[src/rtl/grn_line_writer.sv]
// Consumer end of the GRN result-line handshake: acknowledges producer lines,
// buffers them and streams them to the host write channel at consecutive line addresses.
module grn_line_writer #(
  parameter int LINE_W     = 512,
  parameter int ADDR_W     = 42,
  parameter int FIFO_DEPTH = 4,
  parameter int MAX_OUTST  = 16
) (
  input  logic              clk,
  input  logic              rst,
  input  logic              start,
  input  logic [ADDR_W-1:0] base_addr,
  input  logic              req_write,
  input  logic [LINE_W-1:0] line_in,
  input  logic              finish,
  output logic              ack_write,
  output logic              wr_valid,
  output logic [ADDR_W-1:0] wr_addr,
  output logic [LINE_W-1:0] wr_data,
  input  logic              wr_almost_full,
  input  logic              wr_rsp_valid,
  output logic [31:0]       lines_written,
  output logic              done
);

  localparam int PTR_W = $clog2(FIFO_DEPTH);
  localparam int CNT_W = PTR_W + 1;
  localparam int OUT_W = $clog2(MAX_OUTST + 1);

  typedef enum logic [1:0] {
    IDLE,
    RUN,
    DRAIN,
    DONE
  } state_t;

  state_t state, state_nxt;

  logic [ADDR_W-1:0] base_q;
  logic [ADDR_W-1:0] issued_cnt;
  logic [LINE_W-1:0] fifo_mem [FIFO_DEPTH];
  logic [PTR_W-1:0]  wr_ptr;
  logic [PTR_W-1:0]  rd_ptr;
  logic [CNT_W-1:0]  fifo_cnt;
  logic [OUT_W-1:0]  outst;

  logic active;
  logic accept;
  logic issue;
  logic rsp_take;
  logic req_pending;

  // The ack cycle never accepts, so a producer still holding req during ack is not re-captured.
  always_comb begin
    active      = (state == RUN) || (state == DRAIN);
    req_pending = req_write && !ack_write;
    accept      = active && req_pending && (fifo_cnt < CNT_W'(FIFO_DEPTH));
    issue       = active && (fifo_cnt != '0) && !wr_almost_full &&
                  (outst < OUT_W'(MAX_OUTST));
    rsp_take    = wr_rsp_valid && (outst != '0);
  end

  always_comb begin
    state_nxt = state;
    case (state)
      IDLE:    if (start) state_nxt = RUN;
      RUN:     if (finish) state_nxt = DRAIN;
      DRAIN:   if ((fifo_cnt == '0) && (outst == '0) && !req_pending) state_nxt = DONE;
      DONE:    state_nxt = DONE;
      default: state_nxt = IDLE;
    endcase
  end

  assign done = (state == DONE);

  always_ff @(posedge clk or negedge rst) begin
    if (!rst) begin
      state         <= IDLE;
      base_q        <= '0;
      issued_cnt    <= '0;
      wr_ptr        <= '0;
      rd_ptr        <= '0;
      fifo_cnt      <= '0;
      outst         <= '0;
      ack_write     <= 1'b0;
      wr_valid      <= 1'b0;
      wr_addr       <= '0;
      wr_data       <= '0;
      lines_written <= '0;
    end else begin
      state     <= state_nxt;
      ack_write <= accept;
      wr_valid  <= issue;

      if ((state == IDLE) && start) begin
        base_q     <= base_addr;
        issued_cnt <= '0;
      end

      if (accept) wr_ptr <= wr_ptr + 1'b1;

      if (issue) begin
        rd_ptr     <= rd_ptr + 1'b1;
        wr_data    <= fifo_mem[rd_ptr];
        wr_addr    <= base_q + issued_cnt;
        issued_cnt <= issued_cnt + 1'b1;
      end

      case ({accept, issue})
        2'b10:   fifo_cnt <= fifo_cnt + 1'b1;
        2'b01:   fifo_cnt <= fifo_cnt - 1'b1;
        default: fifo_cnt <= fifo_cnt;
      endcase

      // A response and an issue in the same cycle cancel out.
      case ({issue, rsp_take})
        2'b10:   outst <= outst + 1'b1;
        2'b01:   outst <= outst - 1'b1;
        default: outst <= outst;
      endcase

      if (rsp_take) lines_written <= lines_written + 32'd1;
    end
  end

  always_ff @(posedge clk) begin
    if (accept) fifo_mem[wr_ptr] <= line_in;
  end

endmodule

[config.mk]
export PLATFORM = sky130hd
export DESIGN_NAME = grn_line_writer
export DESIGN_NICKNAME = d
export VERILOG_FILES = /design/src/rtl/grn_line_writer.sv
export SDC_FILE = /design/constraint.sdc
export NUM_CORES = 2
export LEC_CHECK = 0
export BUFFER_PORTS_ARGS = -buffer_cell sky130_fd_sc_hd__buf_2
export CORE_AREA = 5 5 439 441
export CTS_CLUSTER_SIZE = 14
export DETAILED_ROUTE_END_ITERATION = 10
export DIE_AREA = 0 0 444 446
export GPL_TIMING_DRIVEN = 0
export HOLD_SLACK_MARGIN = 0.1
export MAX_ROUTING_LAYER = met4
export PLACE_DENSITY = 0.75
export SYNTH_ARGS = -nofsm -noshare
export SYNTH_HDL_FRONTEND = slang
export SYNTH_SLANG_ARGS = --single-unit
[constraint.sdc]
create_clock -name clk -period 18.5 [get_ports clk]
set_input_delay 3.7 -clock clk [delete_from_list [all_inputs] [get_ports clk]]
set_output_delay 3.7 -clock clk [all_outputs]
set_load 0.03 [all_outputs]
# Word-level counts from Yosys, hierarchy flattened
# Memories as Yosys holds them, arrays and structs flattened. A register that Yosys moved wholly into a read port is not among the register bits.
# Index checks and enable logic that the tools add are counted.
[totals]
ramBits = 2048
out_inout_bits = 589
reg_bits = 174
elab_cells = 67
n_memories = 1
[op_classes]
n_eq_ne = 10
reduce_logical = 24
n_lt_le_gt_ge = 2
add_sub_neg = 9
muxes = 10
[mem_list]
columns = ["name", "words", "word_bits", "read_ports", "rd_ports_with_merged_regs", "write_ports", "line", "rtl"]
rows = [
  ["fifo_mem", 4, 512, 1, 1, 1, "41", "logic [LINE_W-1:0] fifo_mem [FIFO_DEPTH];"],
]
[ops]
columns = ["operator", "n"]
rows = [
  ["42-bit two-way mux", 2],
  ["42-bit by 1-bit adder with 42-bit output (second input constant)", 1],
  ["42-bit adder", 1],
  ["32-bit by 1-bit adder with 32-bit output (second input constant)", 1],
  ["1-bit logical AND", 10],
  ["5-bit case mux with 2 select lines", 1],
  ["2-bit equality test (second input constant)", 4],
  ["2-bit case mux with 4 select lines", 1],
  ["2-bit by 1-bit equality test with 1-bit output (second input constant)", 3],
  ["2-bit two-way mux", 3],
  ["3-bit case mux with 2 select lines", 1],
  ["2-bit nonzero test", 3],
  ["5-bit by 1-bit adder with 5-bit output (second input constant)", 1],
  ["5-bit logical NOT", 1],
  ["5-bit less-than comparator (second input constant)", 1],
  ["5-bit nonzero test", 1],
  ["5-bit by 1-bit subtractor with 5-bit output (second input constant)", 1],
  ["2-bit by 1-bit adder with 2-bit output (second input constant)", 2],
  ["1-bit logical NOT", 4],
  ["2-bit != test (second input constant)", 2],
  ["3-bit by 1-bit adder with 3-bit output (second input constant)", 1],
  ["3-bit logical NOT", 1],
  ["3-bit less-than comparator (second input constant)", 1],
  ["3-bit AND reduction", 1],
  ["6 further kinds", 7],
]

# Depth between registers and ports, before layout
[depth]
word_depth = 7
ltp_mapped = 15

# Least setup slack after synthesis
# OpenSTA, ideal clock, no wires.
[synth_timing]
path_type = "input -> register"
start = "input port req_write"
end = "memory fifo_mem[2][0] (enable)"
path_stages = 4
path_buffers = 1
setup_ns = 0.943
slack_ns = 1.748
arrival_time_ns = 15.808
required_ns = 17.557
cell_sequence = "nor2b_1 > and3b_1 > clkbuf_1 > and2_1"
[synth_via]
elab_chain_cells = 5
[synth_rtl]
columns = ["element", "line", "rtl"]
rows = [
  ["from (decl)", "13", "input logic req_write,"],
  ["1-bit logical AND", "56", "req_pending = req_write && !ack_write;"],
  ["1-bit logical AND (2 in series)", "57", "accept = active && req_pending && (fifo_cnt < CNT_W'(FIFO_DEPTH));"],
  ["net accept", "48", "logic accept;"],
  ["1-bit two-way mux", "127", "if (accept) fifo_mem[wr_ptr] <= line_in;"],
  ["1-bit two-way mux (not written as such)", "127", ""],
  ["to (decl)", "41", ""],
]
# The timed path passes the listed nets, and every way through them passes these cells.

# Worst setup path in the final report
[layout_timing]
start = "input port wr_almost_full"
end = "register fifo_cnt[2]"
[layout_via]
elab_chain_cells = 5
elab_cells_between_ends = 7
[layout_rtl]
columns = ["element", "line", "rtl"]
rows = [
  ["from (decl)", "20", "input logic wr_almost_full,"],
  ["1-bit logical NOT *", "58", "issue = active && (fifo_cnt != '0) && !wr_almost_full &&"],
  ["1-bit logical AND * (2 in series)", "58", ""],
  ["net issue", "49", "logic issue;"],
  ["2-bit by 1-bit equality test with 1-bit output or 2-bit equality test (tied branches)", "109", "case ({accept, issue})"],
  ["3-bit case mux with 2 select lines or 2-bit nonzero test (tied branches)", "n/a", ""],
  ["to (signal assigned)", "110", "2'b10: fifo_cnt <= fifo_cnt + 1'b1;"],
  ["to (signal assigned)", "111", "2'b01: fifo_cnt <= fifo_cnt - 1'b1;"],
  ["to (signal assigned)", "112", "default: fifo_cnt <= fifo_cnt;"],
  ["to (decl)", "44", "logic [CNT_W-1:0] fifo_cnt;"],
]
# The timed path passes the listed nets; every way through them passes the cells marked *.
# A chain may end at the register's enable or synchronous reset.

==> impl_metrics.yaml <==
setup_path:
  crit_path_top_delay_cell: "clkbuf_1"
  start_kind: "primary input"
  critPathCaptureType: "flop"
  worstPathRequired_ns: 19.34
  cpMostUsedCell: "clkbuf_1"
  critPathMaxStageDelay_ns: 0.94
  path_class: "primary input to flop"
  path_cells: "buf_2, nor2_1, nand3_1, inv_1, clkbuf_1, clkbuf_1, clkbuf_1, ha_1, inv_1, fa_1, xor2_1, nor2_1, xor2_1"
  worstPathArrival_ns: 7.99
  cp_max_fo: 11
timing:
  setup_viol: 0
  rsz0062_at_grt: "no"
  drv_slew: 0
  post-route-min-period_ns: 7.15
  slew_headroom: 0.0968
  hold_viol: 0
  finalClockSkew_ns: 0.0717
  fmax_ghz: 0.140
  fin_crit_sh: 0.387
  postLayoutSetupSlackWorst_ns: 11.35
  worst_pin_slew_ns: 1.35
  setup_tns_ns: 0
clocking:
  cts_tree: "done"
  cts_max_path_buffers: 4
  path_clk_slew_ns: 0.06
  cts_sinks: 2734
  cts_root_buffer: "clkbuf_16"
  cts_inserted_buffers: 289
  cts_hold_buf: 0
  post_cts_buffers: 0
  clock_latency_ns: 0.95
  cts_resized: 0
  htreeDepth: 5
power:
  power_density_nw_per_um2: 159
  power.leakage_uw: 0.0474
  vdd_ir_drop_max_mv: 0.126
worst_hold_path:
  min_path_type: "flop to flop"
floorplanning:
  die_area_sq_um: 198000
  initial_utilization: 0.541
  die-height_microns: 446
  die_w_microns: 444
  rows: 160
  pin_count: 1150
  coreArea_sq_um: 189000
logic_synthesis:
  synth_edf_count: 2048
  synthFlopType: "edfxtp_1"
  ys_types: 58
  synth_largest_area_cell: "edfxtp_1"
  yosysTopAreaCellShare: 0.602
  synth.avg_cell_area_sq_um: 17.5
  synthesis.area_sq_um: 102000
  seq_area_frac_synth: 0.770
  yosysWarnings: 0
  netlist_instances: 5841
  synth_area_leaders: "edfxtp_1 (60%), dfrtp_1 (17%), mux4_2 (11%)"
  synth-async-reset-ratio: 0.251
  syn-num-nets: 6461
  ys_ff_latch: 2734
place:
  dp_hpwl_microns: 192000
  port_buffers: 1149
  place_inst: 9552
  gp_congestion: 0.937
  pre_cts_ws_ns: 10.34
  placedInstanceArea_sq_um: 113000
detailed_routing:
  drt.antenna.violating_nets: 0
  drt_iter0_markers: 5523
  first_pass_iters: 5
  drc: 0
  drt_wl_total_microns: 281000
  num_vias: 59302
  wl_per_cell_microns: 27.6
  vias_per_cell: 5.81
cells_and_area:
  multi_input_area_sq_um: 22400
  drive_gt1_frac: 0.289
  final_area_sq_um: 122000
  nets: 7952
  fin_cells: 10214
  seq_area_sq_um: 78700
  area_delta_synth_final_pct: 19.4
  nFillCells: 12737
grt:
  grt_pass1_wl_microns: 407000
  grt_pass1_vias: 59938
  grt-ovfl-total: 0
  grt_usage: 0.290
  grt_max_degree: 107
  antenna_found_initial: 202
outcome:
  status: "completed"
flow_run:
  cap_violations: 0
registers in the layout, summed over array words and instances (netlist names):
| signal | count |
|---|---|
| fifo_mem | 2048 |
| wr_data | 512 |
| base_q | 42 |
| issued_cnt | 42 |
| wr_addr | 42 |
| lines_written | 32 |
| outst | 5 |
| fifo_cnt | 3 |
| rd_ptr | 2 |
| state | 2 |
| wr_ptr | 2 |
| ack_write | 1 |
| wr_valid | 1 |
metal layers:
layer  up-vias  routed length, microns  track usage
met5         -                       0            -
met4         0                   21200        0.196
met3       862                   23300       0.0683
met2      3049                  136000        0.435
met1     30305                  101000        0.356
li1      25086                       -            -
final cells by class:
type / count / area share
diodes: 155 / 0.00318
plain buffers: 269 / 0.00841
clock buffers: 411 / 0.0667
clock inverters: 96 / 0.00790
inverters: 27 / 0.000831
multi-input cells: 2811 / 0.184
flip-flops and latches: 2734 / 0.645
well taps: 2511 / 0.0258
repair buffers: 1200 / 0.0585
cells in the mapped netlist (2+ instances only):
master       n
edfxtp_1  2048
buf_1       79
mux2_2      43
o21ai_0     88
xor2_1      29
o21bai_1     5
inv_1       27
and4_1       8
a21boi_0     2
ha_1        56
nand3_1     55
nor2b_1      4
dfrtp_1    686
and2_1       8
or4_1        5
a21o_1      31
nor3_1      12
clkbuf_1   182
o31ai_1     11
a31oi_1      8
xnor2_1     48
nand4_1     30
fa_1         3
o21a_1       6
mux2i_1      8
o41ai_1      3
o21ai_1      7
mux4_2     512
nor2_1      45
and3_1      18
nand2_1   1667
buf_2        7
o211ai_1    13
or3_1        8
a21oi_1     50
a211oi_1     3
nand2b_1     5
cells in the final DEF (no fill, tap or decap), types with 6 or more instances in the layout:
| master | synthesis | layout |
|---|---|---|
| dfrtp_1 | 686 | 686 |
| nand2_1 | 1667 | 1667 |
| o21ai_1 | 7 | 7 |
| o21ai_0 | 88 | 88 |
| or3_1 | 8 | 8 |
| bufinv_16 | 0 | 17 |
| clkinvlp_4 | 0 | 6 |
| o21a_1 | 6 | 6 |
| and3_1 | 18 | 18 |
| clkbuf_1 | 182 | 261 |
| mux2i_1 | 8 | 8 |
| o31ai_1 | 11 | 11 |
| nand4_1 | 30 | 30 |
| edfxtp_1 | 2048 | 2048 |
| clkbuf_8 | 0 | 34 |
| inv_1 | 27 | 27 |
| clkinv_4 | 0 | 6 |
| mux2_2 | 43 | 43 |
| a21o_1 | 31 | 31 |
| o211ai_1 | 13 | 13 |
| clkinv_2 | 0 | 37 |
| clkbuf_2 | 1 | 6 |
| nor3_1 | 12 | 12 |
| clkbuf_16 | 0 | 294 |
| ha_1 | 56 | 56 |
| clkinv_1 | 0 | 23 |
| diode_2 | 0 | 155 |
| a31oi_1 | 8 | 8 |
| a21oi_1 | 50 | 50 |
| buf_2 | 7 | 1155 |
| nor2_1 | 45 | 45 |
| xor2_1 | 29 | 29 |
| nand3_1 | 55 | 55 |
| buf_1 | 79 | 78 |
| mux4_2 | 512 | 512 |
| xnor2_1 | 48 | 48 |
| and4_1 | 8 | 8 |
| buf_16 | 0 | 48 |
critical path: cells and delay by family:
kind	cells	cell delay, ns
and+or+nand+nor	3	0.38
adders and majority gates	2	0.71
xor gates and xnor gates	2	0.31
buffers and inverters	6	2.87
where the power goes:
part / switching [uW] / internal, uW / leakage [uW] / total, uW
logic: 3760 / 1940 / 0.0157 / 5700
clock network: 2300 / 3300 / 0.00445 / 5600
registers: 466 / 7600 / 0.0272 / 8060
logic make-up (layout without fill, tap and decap cells):
logic type      after synthesis  after routing  synth area share
compound gates              242            242            0.0150
buf+inv                     296           2003            0.0110
other cells                   0            155                 0
simple gates               1870           1870            0.0720
fa+ha+maj                    59             59           0.00744
flops                      2734           2734             0.770
mux                         563            563             0.118
xor+xnor                     77             77           0.00660
worst paths after layout:
kind / from / endpoint / slack (ns) / cells past startpoint
max: wr_almost_full / fifo_cnt[2] / 11.35 / 13
min: wr_data[489] / wr_data[489] / 0.47 / 2
max reg2reg: state[0] / fifo_cnt[2] / 13.54 / 13
min reg2reg: wr_data[489] / wr_data[489] / 0.47 / 2
max in group asynchronous: rst / wr_data[450] / 13.87 / 4
min in group asynchronous: rst / wr_data[70] / 2.65 / 1
per-stage QoR:
stage / utilization / hold slack [ns] / total power, uW
global placement: 0.589 / 0.451 / 14100
global route: 0.646 / 0.485 / 20200
floorplan: - / 0.448 / 11900
detailed placement: 0.596 / 0.457 / 13800
finish: 0.646 / 0.465 / 19400
CTS: 0.644 / 0.471 / 19500
Note: power is estimated with default switching activity, not from simulation.
